**config.mk**
```make
export PLATFORM = sky130hd
export DESIGN_NAME = neuron_core_wb_ctrl
export DESIGN_NICKNAME = d
export VERILOG_FILES = /design/src/rtl/neuron_core_pkg.sv /design/src/rtl/neuron_core_wb_ctrl_addr_dec.sv /design/src/rtl/neuron_core_wb_ctrl.sv
export SDC_FILE = /design/constraint.sdc
export NUM_CORES = 1
export LEC_CHECK = 0
export CAP_MARGIN = 5
export CELL_PAD_IN_SITES_DETAIL_PLACEMENT = 0
export CELL_PAD_IN_SITES_GLOBAL_PLACEMENT = 1
export CORE_AREA = 2 2 200 202
export DETAILED_ROUTE_END_ITERATION = 10
export DIE_AREA = 0 0 202 204
export GPL_ROUTABILITY_DRIVEN = 1
export PLACE_DENSITY_LB_ADDON = 0.08
export SKIP_LAST_GASP = 1
export SYNTH_ARGS = -nofsm -noshare
export SYNTH_HDL_FRONTEND = slang
export SYNTH_SLANG_ARGS = --single-unit
```
**constraint.sdc**
```tcl
create_clock -name wb_clk_i -period 2.1 [get_ports wb_clk_i]
set_clock_uncertainty 0.1 [all_clocks]
set_input_delay 0.525 -clock wb_clk_i [delete_from_list [all_inputs] [get_ports wb_clk_i]]
set_output_delay 0.525 -clock wb_clk_i [all_outputs]
set_load 0.02 [all_outputs]
```
**src/rtl/neuron_core_pkg.sv**
```systemverilog
// Shared definitions for the neuron core Wishbone front-end: region codes,
// address field positions, FSM state type and the captured-request record.
package neuron_core_pkg;

  localparam logic [1:0] REGION_SYN   = 2'b00;
  localparam logic [1:0] REGION_PARAM = 2'b01;
  localparam logic [1:0] REGION_SPIKE = 2'b10;

  localparam int REGION_MSB   = 14;
  localparam int REGION_LSB   = 13;
  localparam int SYN_WORD_MSB = 12;
  localparam int SYN_WORD_LSB = 2;
  localparam int PNUM_MSB     = 8;
  localparam int PNUM_LSB     = 4;
  localparam int PWORD_MSB    = 3;
  localparam int PWORD_LSB    = 2;
  localparam int SPK_WORD_MSB = 4;
  localparam int SPK_WORD_LSB = 2;

  // Only the low 15 address bits matter once the base-address hit is known.
  localparam int REQ_ADR_W = 15;

  typedef enum logic [1:0] {
    ST_IDLE,
    ST_ACCESS,
    ST_WAIT,
    ST_ACK
  } state_e;

  typedef struct packed {
    logic                 we;
    logic [3:0]           sel;
    logic [REQ_ADR_W-1:0] adr;
    logic [31:0]          dat;
  } wb_req_t;

endpackage

```
**src/rtl/neuron_core_wb_ctrl_addr_dec.sv**
```systemverilog
// AddressDecoder_256x256: combinational region decode of a core-relative
// byte address.
//   addr             in  15  core-relative byte address
//   synap_matrix     out 1   synapse SRAM region
//   param            out 1   parameter-register region
//   neuron_spike_out out 1   spike readout region
//   param_num        out 5   parameter index field
// An address in none of the three regions is the unmapped region.
module AddressDecoder_256x256
  import neuron_core_pkg::*;
(
  input  logic [REQ_ADR_W-1:0] addr,
  output logic                 synap_matrix,
  output logic                 param,
  output logic                 neuron_spike_out,
  output logic [4:0]           param_num
);

  logic [1:0] region;
  logic       unused_bits;

  assign region           = addr[REGION_MSB:REGION_LSB];
  assign synap_matrix     = (region == REGION_SYN);
  assign param            = (region == REGION_PARAM);
  assign neuron_spike_out = (region == REGION_SPIKE);
  assign param_num        = addr[PNUM_MSB:PNUM_LSB];
  assign unused_bits      = ^{addr[12:9], addr[3:0]};

endmodule

```
**src/rtl/neuron_core_wb_ctrl.sv**
```systemverilog
// neuron_core_wb_ctrl: Wishbone slave front-end of the 256x256 neuron core.
// Decodes a bus cycle into a synapse SRAM, parameter or spike access, runs it
// through IDLE -> ACCESS -> (WAIT) -> ACK and returns a one-cycle ack with
// registered read data.
//   wb_clk_i/wb_rst_n         clock, async active-low reset
//   wbs_*                     Wishbone slave port
//   syn_*                     synapse SRAM port (read latency SYN_RD_LATENCY)
//   param_*                   parameter register write/read strobes and data
//   spike_out_i               neuron spike vector, sampled on spike reads
module neuron_core_wb_ctrl
  import neuron_core_pkg::*;
#(
  parameter logic [31:0] BASE_ADDR      = 32'h3000_0000,
  parameter logic [31:0] BASE_MASK      = 32'hFFFF_8000,
  parameter int          SYN_RD_LATENCY = 1
) (
  input  logic         wb_clk_i,
  input  logic         wb_rst_n,
  input  logic         wbs_cyc_i,
  input  logic         wbs_stb_i,
  input  logic         wbs_we_i,
  input  logic [3:0]   wbs_sel_i,
  input  logic [31:0]  wbs_adr_i,
  input  logic [31:0]  wbs_dat_i,
  output logic         wbs_ack_o,
  output logic [31:0]  wbs_dat_o,
  output logic         syn_en_o,
  output logic         syn_we_o,
  output logic [3:0]   syn_wmask_o,
  output logic [10:0]  syn_addr_o,
  output logic [31:0]  syn_wdata_o,
  input  logic [31:0]  syn_rdata_i,
  output logic         param_we_o,
  output logic         param_re_o,
  output logic [4:0]   param_num_o,
  output logic [1:0]   param_word_o,
  output logic [31:0]  param_wdata_o,
  input  logic [31:0]  param_rdata_i,
  input  logic [255:0] spike_out_i
);

  localparam int CNT_W = $clog2(SYN_RD_LATENCY + 1);

  state_e           state_q, state_d;
  wb_req_t          req_q;
  logic [CNT_W-1:0] cnt_q;
  logic [31:0]      dat_q;

  logic       hit;
  logic       cnt_last;
  logic       dec_syn, dec_param, dec_spike;
  logic [4:0] dec_pnum;
  logic [2:0] spk_idx;
  logic       unused_adr;

  assign hit = wbs_cyc_i & wbs_stb_i &
               ((wbs_adr_i & BASE_MASK) == (BASE_ADDR & BASE_MASK));

  AddressDecoder_256x256 u_dec (
    .addr             (req_q.adr),
    .synap_matrix     (dec_syn),
    .param            (dec_param),
    .neuron_spike_out (dec_spike),
    .param_num        (dec_pnum)
  );

  assign cnt_last   = (cnt_q == CNT_W'(SYN_RD_LATENCY));
  assign spk_idx    = req_q.adr[SPK_WORD_MSB:SPK_WORD_LSB];
  assign unused_adr = ^req_q.adr[1:0];

  // State register
  always_ff @(posedge wb_clk_i or negedge wb_rst_n) begin
    if (!wb_rst_n) state_q <= ST_IDLE;
    else           state_q <= state_d;
  end

  // Next-state logic
  always_comb begin
    state_d = state_q;
    unique case (state_q)
      ST_IDLE:   if (hit) state_d = ST_ACCESS;
      ST_ACCESS: state_d = (dec_syn && !req_q.we) ? ST_WAIT : ST_ACK;
      // A master giving up mid-read is dropped silently.
      ST_WAIT: begin
        if (!wbs_cyc_i)    state_d = ST_IDLE;
        else if (cnt_last) state_d = ST_ACK;
      end
      ST_ACK:    state_d = ST_IDLE;
      default:   state_d = ST_IDLE;
    endcase
  end

  // Request capture, latency counter and read-data register
  always_ff @(posedge wb_clk_i or negedge wb_rst_n) begin
    if (!wb_rst_n) begin
      req_q <= '0;
      cnt_q <= '0;
      dat_q <= '0;
    end else begin
      unique case (state_q)
        ST_IDLE: begin
          if (hit) begin
            req_q.we  <= wbs_we_i;
            req_q.sel <= wbs_sel_i;
            req_q.adr <= wbs_adr_i[REQ_ADR_W-1:0];
            req_q.dat <= wbs_dat_i;
          end
        end
        ST_ACCESS: begin
          cnt_q <= CNT_W'(1);
          if (req_q.we)       dat_q <= '0;
          else if (dec_param) dat_q <= param_rdata_i;
          else if (dec_spike) dat_q <= spike_out_i[{spk_idx, 5'd0} +: 32];
          else if (!dec_syn)  dat_q <= '0;  // unmapped read
          // synapse reads load in WAIT
        end
        ST_WAIT: begin
          cnt_q <= cnt_q + CNT_W'(1);
          if (wbs_cyc_i && cnt_last) dat_q <= syn_rdata_i;
        end
        default: ;
      endcase
    end
  end

  // Outputs: strobes only while in ACCESS
  always_comb begin
    wbs_ack_o   = (state_q == ST_ACK);
    syn_en_o    = 1'b0;
    syn_we_o    = 1'b0;
    syn_wmask_o = 4'h0;
    param_we_o  = 1'b0;
    param_re_o  = 1'b0;
    if (state_q == ST_ACCESS) begin
      if (dec_syn) begin
        syn_en_o    = 1'b1;
        syn_we_o    = req_q.we;
        syn_wmask_o = req_q.sel;
      end
      if (dec_param) begin
        // Parameters are whole-word registers; partial writes are ignored.
        param_we_o = req_q.we & (req_q.sel == 4'hF);
        param_re_o = ~req_q.we;
      end
    end
  end

  assign wbs_dat_o     = dat_q;
  assign syn_addr_o    = req_q.adr[SYN_WORD_MSB:SYN_WORD_LSB];
  assign syn_wdata_o   = req_q.dat;
  assign param_num_o   = dec_pnum;
  assign param_word_o  = req_q.adr[PWORD_MSB:PWORD_LSB];
  assign param_wdata_o = req_q.dat;

endmodule

```
==> metrics.txt, run 1 <==
outcome finished with violations; failing checks setup timing; CP Launch Type flip-flop; Logic pwr share 54.8%; share of power burned in registers 24.0%; Final Critical Period around 2200 ps; DR DRC count 0; max-slew violation count 0; detailed-placement wirelength estimate 28,100 microns; Placer Congestion 0.755; drt pass-1 iters 4; Crit-path slowest cell dfrtp_1; Fin. Hold Viols 0; htree depth 3; crit path cell chain buf_4 -> buf_4 -> ha_1 -> clkdlybuf4s15_1; share of layout cells above drive strength 1 ~27%; P_int 5.86 mW; post-placement cell area between 0.01 and 0.015 sq mm; Final period util 102%; largest net degree at the start of global routing 33; cell count after synthesis 640; worst endpoint required time approximately 1500 ps; clock sink count 85; antenna violations before repair 2; Worst path most repeated cell buf_4; row count 73; Peak VDD IR 755 uV; syn avg cell area 10.5 sq um; total wire length 35,600 microns; initial core utilization 17.1%; root buf cell clkbuf_16; number of global-route vias before repair 7,409; Design Area, Final 0.0132 sq mm; via count 6,901; Clock power frac 21.2%; setup violators final 2; Crit path max-delay family buffers and inverters; CP arrival 1530 ps; top-area cell type share of the netlist area 31.8%; GRT Total Usage between 15 and 20%; port bufs slightly above 500; drt wl/cell roughly 22 microns; first-pass GRT wire length about 50,000 microns; Lkg Pwr 5.13 nW; unique cell type count in the Yosys netlist 36; final core utilization ~34%; Clock Path Buffers 2; Worst Max-Slew Pin Slew between 600 and 700 ps; clock slew at reported path FFs roughly 60 ps; worst skew pair latency roughly 350 ps; asr flop ratio synth 100%; RSZ-0062 raised after global routing true; Final WS setup -50.3 ps; chip width 202 microns; maxcap violations 0; switch share between 30% and 40%; largest cells by area after synthesis dfrtp_1 (32%), mux2_2 (19%), mux4_2 (11%); drt via density 4.19; number of synthesized flops with an enable pin 0; #FFs+latches synth 85; CP Capture Type output port; # nets final 1,518; CP Max Fanout 3; sequential-to-total area share from yosys stat 31.8%; GRT overflow 0; Primary FF master, synth dfrtp_1; Max transition margin 55.8%; mapped cell area 0.00669 sq mm; sw power 3.26 mW; total power 9.12 mW; Mapped Nets 1,041; critical path class reg2out; clock buffer count from CTS 9; CTS tree yes; Initial DRC Count 248; I/O Pins 516; maximum clock frequency 465 MHz; Worst path max stage delay approximately 400 ps; largest area contributor in the netlist dfrtp_1; power density cells around 700 mW/mm^2; Die H around 200 microns; Antenna Nets Post-Route 0; Synthesis Warnings 0; Area Overhead vs Synth 97.6%; Hold Crit Class reg2reg; Core ar. 0.0392 sq mm; worst path buffer plus inverter count 3; die area 0.0412 sq mm
## power groups by stage
stage          registers, mW  clock network (mW)  logic, mW
2_1_floorplan           2.58                   0       1.37
3_3_place_gp            2.21                   0       4.03
3_5_place_dp            2.22                   0       4.04
4_1_cts                 2.19                2.01       4.59
5_1_grt                 2.23                2.06       5.39
6_report                2.19                1.93       5.00
## cell type report
| class | instances | area, sq um |
|---|---|---|
| Fill cell | 3988 | 26000 |
| Timing Repair Buffer | 597 | 6180 |
| Multi-Input combinational cell | 417 | 3870 |
| Sequential cell | 85 | 2130 |
| Tap cell | 525 | 657 |
| Clock buffer | 10 | 239 |
| Clock inverter | 5 | 108 |
| Inverter | 7 | 26.3 |
| Antenna cell | 2 | 5.00 |
## synthesized netlist by cell type (3+ instances only)
master,instances
mux4_2,32
a21oi_1,33
o31ai_1,31
nor4_1,3
buf_6,13
mux2_2,110
nor2_1,35
inv_1,7
clkbuf_1,21
a22oi_1,32
nand2_1,38
ha_1,8
and3_1,5
buf_2,12
nand2b_1,3
buf_4,85
nor2b_1,31
nand3_1,4
dfrtp_1,85
mux2i_1,3
o22ai_1,31
o21ai_0,4
## metrics by stage
| step | hold WS [ps] | TNS, ps | cells | worst slack, ps |
|---|---|---|---|---|
| finish | 417 | -71.8 | 1648 | -50.3 |
| CTS | 411 | -1870 | 1640 | -225 |
| global placement | 378 | -36000 | 1607 | -583 |
| global route | 431 | -783 | 1648 | -90.1 |
| floorplan | 129 | -11.2 | 640 | -11.2 |
| detailed placement | 383 | -34720 | 1607 | -566 |
## state kept, by name (all words and copies together), names as in the netlist
name / flops
req_q: 7
state_q: 2
cnt_last: 1
syn_addr_o: 9
param_word_o: 2
param_wdata_o: 32
wbs_dat_o: 32
## what timing repair did
action | in CTS | in global routing
buffers inserted | 11 | 2
endpoints found under the setup margin | 75 | 92
gates cloned | 6 | 7
hold endpoints to repair | 4 | 0
pin swaps | 10 | 20
resized for setup | 82 | 58
hold buffers | 1 | 0
## kinds of logic after synthesis
group                      share of synthesized area [%]
adders and majority gates                           1.50
DFF                                                 31.8
and+or+nand+nor                                     9.20
buffers and inverters                               14.2
muxes                                               29.7
AOI/OAI and AO/OA                                   13.6
## routing by layer
| metal | up-vias | global-route usage (%) | routed length [microns] |
|---|---|---|---|
| li1 | 3244 | - | - |
| met1 | 3335 | 19.4 | 14100 |
| met2 | 309 | 29.8 | 18300 |
| met3 | 13 | 4.99 | 2750 |
| met4 | 0 | 3.18 | 356 |
| met5 | - | 0 | 0 |
## final timing paths
| path | end | slack (ps) | startpoint | cells past startpoint |
|---|---|---|---|---|
| worst max register to register | wbs_dat_o[30] | -20 | param_word_o[0] | 7 |
| worst max-delay path | wbs_ack_o | -50 | state_q[0] | 4 |
| worst min-delay path | syn_addr_o[7] | 420 | syn_addr_o[7] | 1 |
| worst min register to register | syn_addr_o[7] | 420 | syn_addr_o[7] | 1 |
| max in group asynchronous | param_wdata_o[7] | 820 | wb_rst_n | 3 |
| min in group asynchronous | param_wdata_o[22] | 560 | wb_rst_n | 2 |
## cell usage in the layout (no fill, tap or decap), types with 16 or more instances in the layout
master and instances:
clkdlybuf4s50_1 482, mux2_2 102, dfrtp_1 82, buf_4 51, nand2_1 37, nor2_1 34
a21oi_1 33, mux4_2 32, a22oi_1 30, o22ai_1 28, o31ai_1 23, nor2b_1 21
buf_12 17, clkbuf_16 16, dlygate4sd2_1 16
No activity file was read; power rests on OpenSTA's default activity.
==> inputs of run 2 (changes only) <==
==> constraint.sdc (replaced) <==
create_clock -name wb_clk_i -period 1.8 [get_ports wb_clk_i]
set_clock_uncertainty 0.1 [all_clocks]
set_input_delay 0.45 -clock wb_clk_i [delete_from_list [all_inputs] [get_ports wb_clk_i]]
set_output_delay 0.45 -clock wb_clk_i [all_outputs]
set_load 0.02 [all_outputs]
==> run 2 against run 1 <==
  * The run still ends with setup timing left
  * Power up 26%
  * Setup slack worse by 250 ps
  * Global-route usage grew 0.83 points
  * Clock power fell by 6%
  * Combinational power increased by 41%
  * Die area stayed put
  * First-iteration DRC count shrank 13%
==> metrics.txt, run 2 (same netlist as run 1, synthesis figures left out) <==
power density cells 810 mW/mm^2 (+18%); CTS tree yes; Worst Max-Slew Pin Slew 463 ps (-197 ps); Core ar. 0.0392 sq mm (unchanged); CP Capture Type flip-flop; worst skew pair latency 350 ps (about the same); Hold Path Depth 1 (unchanged); DR DRC count 0 (unchanged); outcome finished with violations; total power 11.5 mW (+26%); CP Max Fanout 7 (+4); hold endpoint syn_addr_o[8]; drt via density 4.23 (+0.90%); worst endpoint required time 1940 ps (+470 ps); fillers 4,002 (+0.35%); Lkg Pwr 5.89 nW (+15%); Sequential Area 0.00213 sq mm (unchanged); Clock Path Buffers 2 (unchanged); Final period util 117%; clock slew at reported path FFs 70 ps (about the same); final core utilization 36.2% (+2.4 points); GRT Total Usage 17.4% (+0.83 points); max-slew violation count 0 (unchanged); drt wl/cell 22.4 microns (+3.5%); clock buffer count from CTS 9 (unchanged); maxcap violations 0 (unchanged); htree depth 3 (unchanged); Crit-path slowest cell dfrtp_4; Max transition margin 69.1% (+13 points); antenna violations before repair 8 (+6); via count 7,094 (+2.8%); Fin. Hold Viols 0 (unchanged); row count 73 (unchanged); Die H 204 microns (unchanged); I/O Pins 516 (unchanged); port bufs 513 (unchanged); setup violators final 89 (+87); pre-CTS WS -763 ps (-197 ps); worst path buffer plus inverter count 2 (-1); CP Launch Type flip-flop; number of global-route vias before repair 7,657 (+3.3%); total wire length 37,500 microns (+5.5%); multi-input combinational cell area 0.00452 sq mm (+17%); initial core utilization 17.1% (unchanged); Critical R2R Launch param_word_o[0]; Crit path max-delay family flip-flops; Final WS setup -304 ps (-254 ps); RR Endpoint wbs_dat_o[18]; Final Critical Period 2100 ps; Placer Congestion 0.764 (+1.2%); Initial DRC Count 217 (-13%); R2R setup slack -300 ps (-280 ps); drt pass-1 iters 6 (+2); critical path class reg2reg; root buf cell clkbuf_16; maximum clock frequency 475 MHz; GRT overflow 0 (unchanged); CP arrival 2250 ps (+720 ps); commonest non-fill, non-tap cells in the layout clkdlybuf4s50_1 (370), dlygate4sd2_1 (116), dfrtp_1 (82); chip width 202 microns (unchanged); failing checks setup timing; # nets final 1,549 (+2.0%); first-pass GRT wire length 52,000 microns (+4.1%); crit path cell chain buf_12 -> buf_8 -> mux4_2 -> or2_0 -> a32o_2 -> a22oi_2 -> a21oi_1; largest net degree at the start of global routing 33 (unchanged); RSZ-0062 raised after global routing true; leading cell type in the layout, fill and taps excluded clkdlybuf4s50_1; Peak VDD IR 525 uV (-31%); Worst Hold Launch syn_addr_o[8]; Hold Crit Class reg2reg; detailed-placement wirelength estimate 28,700 microns (+2.3%); clock sink count 85 (unchanged); Antenna Nets Post-Route 0 (unchanged); Area Overhead vs Synth 112%; die area 0.0412 sq mm (unchanged); share of layout cells above drive strength 1 37.1% (+10 points); Worst R2R Path Depth 7 (unchanged); Worst path max stage delay 510 ps (+100 ps)
## run 2: changes by cell type in the layout (fill, tap and decap cells not counted), moves of 15 or more
cell / previous run / this run
buf_6: 9 / 34
clkdlybuf4s50_1: 482 / 370
dlygate4sd2_1: 16 / 116
mux2_2: 102 / 57
mux2_4: 8 / 53
nor2_1: 34 / 16
o22ai_1: 28 / 10
o22ai_2: 3 / 18
## run 2: what timing repair did
item	4_1_cts	5_1_grt
cloned	14	5
setup buffers	39	6
resized for setup	357	115
hold endpoints to repair	22	0
hold buffers	1	0
endpoints found under the setup margin	207	93
pin swaps	71	30
## run 2: stage by stage
stage	instance area, sq um	setup TNS (ps)	instances	hold slack [ps]
6_report	14200	-12430	1679	410
3_3_place_gp	12400	-55820	1609	300
3_5_place_dp	12400	-55610	1609	306
4_1_cts	13700	-16900	1677	415
2_1_floorplan	6890	-6260	640	54.4
5_1_grt	14200	-19190	1678	428
## run 2: routing by layer
layer	wire (microns)	up-vias	GRT usage (%)
met2	20200	295	32.9
met1	14200	3442	19.1
met5	75	-	0
li1	-	3310	-
met3	2560	35	4.97
met4	455	12	3.89
## run 2: power breakdown
| group | switching (mW) | internal (mW) |
|---|---|---|
| clock network | 0.859 | 0.964 |
| logic | 3.32 | 3.73 |
| registers | 0.275 | 2.34 |
## run 2: how the worst max path moves through the flow
stage                          from           endpoint  slack (ps)  cells after the start
finish              param_word_o[0]      wbs_dat_o[18]        -300                      7
global route              req_q[45]       wbs_dat_o[7]        -360                     11
CTS                 param_word_o[0]      wbs_dat_o[19]        -320                      9
detailed placement        wbs_stb_i      syn_addr_o[9]        -760                      6
global placement          wbs_stb_i          req_q[48]        -770                      6
floorplan             wbs_adr_i[16]  param_wdata_o[10]        -150                      5
## run 2: layout make-up
cell class / instances / share of cell area, %
well taps: 525 / 4.63
inverters: 7 / 0.203
multi-input cells: 416 / 31.9
clock buffers: 11 / 1.71
repair buffers: 629 / 46.3
diodes: 2 / 0.0353
clock inverters: 4 / 0.176
flip-flops and latches: 85 / 15.0
==> inputs of run 3 (changes only) <==
--- a/config.mk
+++ b/config.mk
@@ -12,6 +12,7 @@
 export DETAILED_ROUTE_END_ITERATION = 10
 export DIE_AREA = 0 0 202 204
 export GPL_ROUTABILITY_DRIVEN = 1
+export HOLD_SLACK_MARGIN = 0.03
 export PLACE_DENSITY_LB_ADDON = 0.08
 export SKIP_LAST_GASP = 1
 export SYNTH_ARGS = -nofsm -noshare
==> results of run 3 <==
The final DEF is identical to that of run 2; final timing and power are the same.
